===== src/rtl/load_store_unit.sv =====
// load_store_unit: core-side initiator for the word-wide data memory.
// Runs one load/store at a time. Sub-word stores are done as read-modify-write
// because the memory has no byte enables. Loads are sign/zero extended.
// Optional feature macro: LSU_MISALIGN_TRAP_EN. When it is defined, misaligned
// H/HU/W accesses fault. When it is undefined, the offending low address bits
// are ignored.
module load_store_unit #(
    parameter int MEM_WORDS = 4096
) (
    input  logic        clk,
    input  logic        rst_n,
    input  logic        req_valid,
    output logic        req_ready,
    input  logic        req_we,
    input  logic [2:0]  req_funct3,
    input  logic [31:0] req_addr,
    input  logic [31:0] req_wdata,
    output logic        resp_valid,
    output logic [31:0] resp_rdata,
    output logic        resp_fault,
    output logic        mem_rw,
    output logic [31:0] mem_addr,
    output logic [31:0] mem_wdata,
    input  logic [31:0] mem_rdata
);

    typedef enum logic [1:0] {IDLE, READ, WRITE, RESP} state_t;

    localparam logic [29:0] WORDS = 30'(MEM_WORDS);

    state_t      state, state_next;
    logic        accept;
    logic        req_fault;
    logic        op_we;
    logic [2:0]  op_funct3;
    logic [1:0]  op_lane;
    logic [31:0] op_wdata;
    logic        op_fault;
    logic [31:0] word;
    logic [31:0] addr_reg;
    logic [29:0] word_index;
    logic [7:0]  byte_sel;
    logic [15:0] half_sel;
    logic [31:0] load_data;
    logic [31:0] merged;

    assign accept     = req_valid && (state == IDLE);
    assign word_index = req_addr[31:2] % WORDS;

    // Classify an incoming request as faulting (bad funct3 or optional misalignment)
    always_comb begin
        req_fault = 1'b0;
        case (req_funct3)
            3'b011, 3'b110, 3'b111: req_fault = 1'b1;
            3'b100, 3'b101:         req_fault = req_we;
            default:                req_fault = 1'b0;
        endcase
`ifdef LSU_MISALIGN_TRAP_EN
        if ((req_funct3 == 3'b001 || req_funct3 == 3'b101) && req_addr[0])
            req_fault = 1'b1;
        if (req_funct3 == 3'b010 && req_addr[1:0] != 2'b00)
            req_fault = 1'b1;
`endif
    end

    // State register
    always_ff @(posedge clk) begin
        if (!rst_n)
            state <= IDLE;
        else
            state <= state_next;
    end

    // Latch the request on accept and capture the memory word during READ
    always_ff @(posedge clk) begin
        if (!rst_n) begin
            op_we     <= 1'b0;
            op_funct3 <= 3'b000;
            op_lane   <= 2'b00;
            op_wdata  <= 32'h0;
            op_fault  <= 1'b0;
            addr_reg  <= 32'h0;
            word      <= 32'h0;
        end else begin
            if (accept) begin
                op_we     <= req_we;
                op_funct3 <= req_funct3;
                op_lane   <= req_addr[1:0];
                op_wdata  <= req_wdata;
                op_fault  <= req_fault;
                addr_reg  <= {2'b00, word_index};
            end
            if (state == READ)
                word <= mem_rdata;
        end
    end

    // Next-state sequencing: faults skip memory, sub-word stores go through READ
    always_comb begin
        state_next = state;
        case (state)
            IDLE: begin
                if (req_valid) begin
                    if (req_fault)
                        state_next = RESP;
                    else if (!req_we)
                        state_next = READ;
                    else if (req_funct3 == 3'b010)
                        state_next = WRITE;
                    else
                        state_next = READ;
                end
            end
            READ:    state_next = op_we ? WRITE : RESP;
            WRITE:   state_next = RESP;
            RESP:    state_next = IDLE;
            default: state_next = IDLE;
        endcase
    end

    // Extract and extend the addressed byte/half of the captured word
    always_comb begin
        byte_sel  = 8'h0;
        half_sel  = op_lane[1] ? word[31:16] : word[15:0];
        load_data = word;
        case (op_lane)
            2'd0:    byte_sel = word[7:0];
            2'd1:    byte_sel = word[15:8];
            2'd2:    byte_sel = word[23:16];
            default: byte_sel = word[31:24];
        endcase
        case (op_funct3[1:0])
            2'b00:   load_data = op_funct3[2] ? {24'h0, byte_sel}
                                              : {{24{byte_sel[7]}}, byte_sel};
            2'b01:   load_data = op_funct3[2] ? {16'h0, half_sel}
                                              : {{16{half_sel[15]}}, half_sel};
            default: load_data = word;
        endcase
    end

    // Build the write word: full store data, or the captured word with one lane replaced
    always_comb begin
        merged = word;
        case (op_funct3[1:0])
            2'b00: begin
                case (op_lane)
                    2'd0:    merged[7:0]   = op_wdata[7:0];
                    2'd1:    merged[15:8]  = op_wdata[7:0];
                    2'd2:    merged[23:16] = op_wdata[7:0];
                    default: merged[31:24] = op_wdata[7:0];
                endcase
            end
            2'b01: begin
                if (op_lane[1])
                    merged[31:16] = op_wdata[15:0];
                else
                    merged[15:0]  = op_wdata[15:0];
            end
            default: merged = op_wdata;
        endcase
    end

    // Outputs decoded from the state register so reset silences them immediately
    always_comb begin
        req_ready  = (state == IDLE);
        resp_valid = (state == RESP);
        resp_fault = (state == RESP) && op_fault;
        resp_rdata = ((state == RESP) && !op_fault && !op_we) ? load_data : 32'h0;
        mem_rw     = (state == WRITE);
        mem_wdata  = (state == WRITE) ? merged : 32'h0;
        mem_addr   = addr_reg;
    end

endmodule


===== config.mk =====
export PLATFORM = sky130hd
export DESIGN_NAME = load_store_unit
export DESIGN_NICKNAME = d
export VERILOG_FILES = /design/src/rtl/load_store_unit.sv
export SDC_FILE = /design/constraint.sdc
export NUM_CORES = 1
export LEC_CHECK = 0
export ABC_AREA = 1
export CORE_ASPECT_RATIO = 0.75
export CORE_UTILIZATION = 35
export CTS_CLUSTER_SIZE = 10
export DETAILED_ROUTE_END_ITERATION = 12
export PLACE_DENSITY_LB_ADDON = 0.2
export SYNTH_ARGS = -nofsm -noshare
export SYNTH_HDL_FRONTEND = slang
export SYNTH_SLANG_ARGS = --single-unit

===== constraint.sdc =====
create_clock -name clk -period 1.7 [get_ports clk]
set_input_delay 0.34 -clock clk [delete_from_list [all_inputs] [get_ports clk]]
set_output_delay 0.34 -clock clk [all_outputs]
set_load 0.03 [all_outputs]

# [Yosys cells after proc, flatten, opt, wreduce, memory -nomap -nowiden]
# Index checks and enable logic that the tools add are counted.
[classes] n_eq_ne=13 n_mux=21 n_reduce_logical=12
[ops] op="2-to-1 mux 32 bit" n=4
[ops] op="case mux 32 bit (2 select lines)" n=2
[ops] op="2-to-1 mux 16 bit" n=3
[ops] op="2-to-1 mux 8 bit" n=4
[ops] op="case mux 8 bit (3 select lines)" n=1
[ops] op="equality test 3 bit, second input constant" n=4
[ops] op="2-to-1 mux 2 bit" n=4
[ops] op="case mux 2 bit (4 select lines)" n=1
[ops] op="equality test 2 x 1 -> 1 bit, second input constant" n=3
[ops] op="equality test 2 bit, second input constant" n=3
[ops] op="equality test 3 x 2 -> 1 bit, second input constant" n=2
[ops] op="logical NOT 2 bit" n=3
[ops] op="OR reduction 3 bit" n=2
[ops] op="logical AND 1 bit" n=4
[ops] op="logical NOT 1 bit" n=2
[ops] op="!= test 2 bit, second input constant" n=1
[ops] op="case mux 1 bit (2 select lines)" n=1
[ops] op="OR reduction 2 bit" n=1
[ops] op="2-to-1 mux 1 bit" n=1
[totals] register_bits=85 in_bits=103 word_cells=54

# [Longest topological paths before layout]
[logic_depth] ltp_word=6 mapped_depth=9 depth_no_buf=8

# [Worst setup path before layout]
# OpenSTA, ideal clock, no wires.
[synth_timing] path_kind="register to output" start="register state[0]" end="output mem_wdata[0]" t_arrival_ps=1894 path_buffers=1 slack_ps=-534 path_stages_with_launch=6 path_cell_list="dfxtp_1 > inv_1 > ha_1 > inv_1 > clkbuf_1 > a211oi_1"
[synth_between] elab_chain_cells=2
[synth_lines] element="start, declared" line_no="31" source="state_t state, state_next;"
[synth_lines] element="start signal, assigned" line_no="71" source="state <= state_next;"
[synth_lines] element="equality test 2 bit"
[synth_lines] element="net mem_rw" line_no="21" source="output logic mem_rw,"
[synth_lines] element="2-to-1 mux 32 bit" line_no="170" source="mem_wdata = (state == WRITE) ? merged : 32'h0;"
[synth_lines] element="end, declared" line_no="23" source="output logic [31:0] mem_wdata,"
# The timed path passes the listed nets, and every way through them passes these cells.

# [Final worst setup path]
[layout_timing] start="register op_lane[1]" end="output mem_wdata[8]"
[layout_between] elab_chain_cells=4
[layout_lines] element="start, declared" line_no="36" source="logic [1:0] op_lane;"
[layout_lines] element="start signal, assigned" line_no="88" source="op_lane <= req_addr[1:0];"
[layout_lines] element="equality test 2 x 1 -> 1 bit" line_no="146" source="case (op_lane)"
[layout_lines] element="2-to-1 mux 8 bit" line_no="146"
[layout_lines] element="case mux 32 bit (2 select lines) *" line_no="144" source="case (op_funct3[1:0])"
[layout_lines] element="2-to-1 mux 32 bit *" line_no="170"
# Mark *: on every way between the ends. The rest lies on a longest branch, timed or not.

==> flow_metrics.tcl <==
set metrics [dict create \
    status "finished with violations" \
    violations "negative setup slack" \
    crit_chain "inv_6 -> buf_12 -> nor2_4 -> buf_6 -> nand2_2 -> o21ai_1 -> inv_1 -> a21oi_2 -> buf_6" \
    core_sq_um 14500 \
    worst-path-max-fanout 7 \
    ys_seq_elements 85 \
    num_antenna_cells 0 \
    worstReg2RegEnd "op_wdata[5]$_SDFFE_PN0P_" \
    synth_warnings 0 \
    synthCells 810 \
    synthArstFlopShare_pct 0 \
    max_freq_mhz 471 \
    holdCritPathClass "primary input to flop" \
    synth-main-ff-cell "dfxtp_1" \
    max_stage_delay_ns 0.42 \
    cts.clk_slew.worst_paths_ns 0.06 \
    wl_met2_mm 9.00 \
    start_kind "flop" \
    wl_per_cell_microns 16.9 \
    top_layer "met4" \
    rsz0062_at_grt "true" \
    wl_met1_mm 9.76 \
    crit_family "buffers and inverters" \
    syn_area_per_cell_sq_um 6.46 \
    root_buffer "clkbuf_16" \
    insertion_delay_ns 0.35 \
    syn_area_sq_um 5240 \
    rows 38 \
    leakagePower_nw 3.70 \
    synth.most_common_cell "nand2_1" \
    initial_core_util_pct 36.0 \
    ir_worst_vdd_mv 0.498 \
    reg2regPathDepth 9 \
    grt_max_degree 44 \
    synth_top_area_share_pct 32.5 \
    worstHoldEndpoint "state[0]$_SDFFE_PN0P_" \
    synth_edf_count 0 \
    whs_path_depth 3 \
    ys_types 34 \
    die_w_microns 143 \
    cap_violations 0 \
    detail-route-antenna-nets 0 \
    period_needed_ns 2.12 \
    synthTopCellsByCount "nand2_1, o21ai_0, nor2_1" \
    n_fill_cell 1320 \
    slew_viol_final 0 \
    hpwl_mm 14.6 \
    htreeDepth 3 \
    postLayoutSetupSlackWorst_ns -0.423 \
    p_per_area_nw_per_um2 1010 \
    drtIter0Drc 425 \
    worstSetupEndpointType "output pin" \
    min_from "rst_n" \
    arrival_ns 1.78 \
    wl_mm 20.7 \
    io_pins 203 \
    antenna_found_initial 0 \
    yosysTopAreaCell "dfxtp_1" \
    grtUsageTotal_pct 26.5 \
    final_hold_viol_count 0 \
    crit_buf_inv 5 \
    area_delta_synth_final_pct 71.0 \
    place_area_sq_um 7580 \
    grt_pass1_vias 5665 \
    gp_congestion 0.912 \
    crit_path_frequent_cell "buf_6" \
    met3WireLength_mm 1.65 \
    ctsHoldBuffers 0 \
    setup_violations 64 \
    firstDrtPassIters 4 \
    r2r-start "state[0]$_SDFFE_PN0P_" \
    clockBufferDepth 2 \
    pre_cts_ws_ns -0.151 \
    nNetsFinal 1126 \
    synth.area.top_cells "dfxtp_1, o21ai_0, nand2_1" \
    die_h_microns 108 \
    cts_made_buffers 9 \
    drc 0 \
    vias 6135 \
    dieArea_sq_um 15500 \
    grt_pass1_wl_mm 30.6 \
    skew_ns 0.00332 \
    slowest_stage "dfxtp_4" \
    stdcell_area_sq_um 8960 \
    portBuffers 164 \
    cts_tree "yes" \
    drive_above_1_share_pct 29.0 \
    cts_sinks 85 \
    reg2reg_slack_ns 0.12 \
    gr-total-overflow 0 \
    cp.required_ns 1.36 \
    path_class "flop to output pin" \
    viasPerCell 5.01 \
    ys_seq_area_share_pct 32.5 \
    fin_crit_sh_pct 125 \
]
final cells by class:
| cell class | count | area [sq um] | share of cell area (%) |
|---|---|---|---|
| clock buffers | 12 | 267 | 2.98 |
| clock inverters | 4 | 53.8 | 0.601 |
| inverters | 85 | 372 | 4.15 |
| multi-input cells | 587 | 3550 | 39.7 |
| flip-flops and latches | 85 | 1720 | 19.3 |
| well taps | 200 | 250 | 2.79 |
| repair buffers | 251 | 2740 | 30.6 |
cells in the final DEF, fill, tap and decap left out, types with 7 or more instances in the layout:
master           Yosys  routed
a21oi_4              1      26
buf_6                6      76
a21oi_1             70      54
dfxtp_1             85      79
a211oi_4             0       7
o21ai_0            131      94
dlygate4sd2_1        0       9
buf_4               23      52
clkbuf_16            0      11
o21ai_1              8      44
o211ai_1            15      15
nand2_2              5      20
inv_2                5       7
nor2_1             102     101
clkdlybuf4s50_1      0      83
nand2_4              2       8
a21oi_2             20      11
conb_1               1      20
buf_12               0      19
inv_1               75      66
nand2_1            152     127
nand3_1             32      24
flip-flops by register name (all words and copies together), names as in the netlist:
signal,cells
op_fault,1
word,32
state,2
op_funct3,3
op_we,1
op_wdata,32
mem_addr,12
op_lane,2
metal layers:
layer	track usage, %	vias to the layer above
li1	-	3030
met1	37.4	2839
met2	40.0	243
met3	6.85	23
met4	6.00	0
met5	0	-
logic make-up after synthesis:
kind of cell	count (synthesis)	share of synthesized area, %
adders and majority gates	4	0.956
other	1	0.0716
and+or+nand+nor	304	24.3
DFF	85	32.5
AOI/OAI and AO/OA	258	27.6
buffers and inverters	158	14.6
report_power, final:
group	internal (mW)	total, mW	switching, mW
combinational	1.75	4.27	2.52
sequential	2.34	2.68	0.344
clock	1.27	2.14	0.870
worst max-delay path by stage:
stage,startpoint,to,slack (ns),depth (start not counted)
4_1_cts,op_funct3[0]$_SDFFE_PN0P_,mem_wdata[15],-0.38,9
3_5_place_dp,op_lane[1]$_SDFFE_PN0P_,mem_wdata[16],-0.15,9
3_3_place_gp,op_lane[1]$_SDFFE_PN0P_,mem_wdata[16],-0.16,9
6_report,op_lane[1]$_SDFFE_PN0P_,mem_wdata[8],-0.42,9
2_1_floorplan,state[1]$_SDFFE_PN0P_,resp_rdata[11],-0.02,6
5_1_grt,op_lane[1]$_SDFFE_PN0P_,mem_wdata[8],-0.54,9
repair_timing:
| action | in CTS | in global routing |
|---|---|---|
| pin swaps | 31 | 34 |
| endpoints found under the setup margin | 76 | 78 |
| cloned | 3 | 2 |
| setup buffers | 9 | 4 |
| gates resized for setup | 176 | 88 |
metrics by stage:
step	hold slack, ns	TNS [ns]	total power, mW	util (%)	cells
floorplan	0.434	-0.485	4.80	-	829
global placement	0.447	-5.42	6.12	52.1	1191
detailed placement	0.456	-5.05	6.14	52.1	1191
CTS	0.401	-20.06	8.77	59.1	1219
global route	0.457	-25.11	9.53	61.6	1224
finish	0.426	-20.71	9.08	61.6	1224
worst min-delay path, delay by kind of cell:
family                 cells  cell delay, ns
buffers and inverters      2            0.27
AOI/OAI and AO/OA          1            0.13
Power figures use the tool's default switching activity.
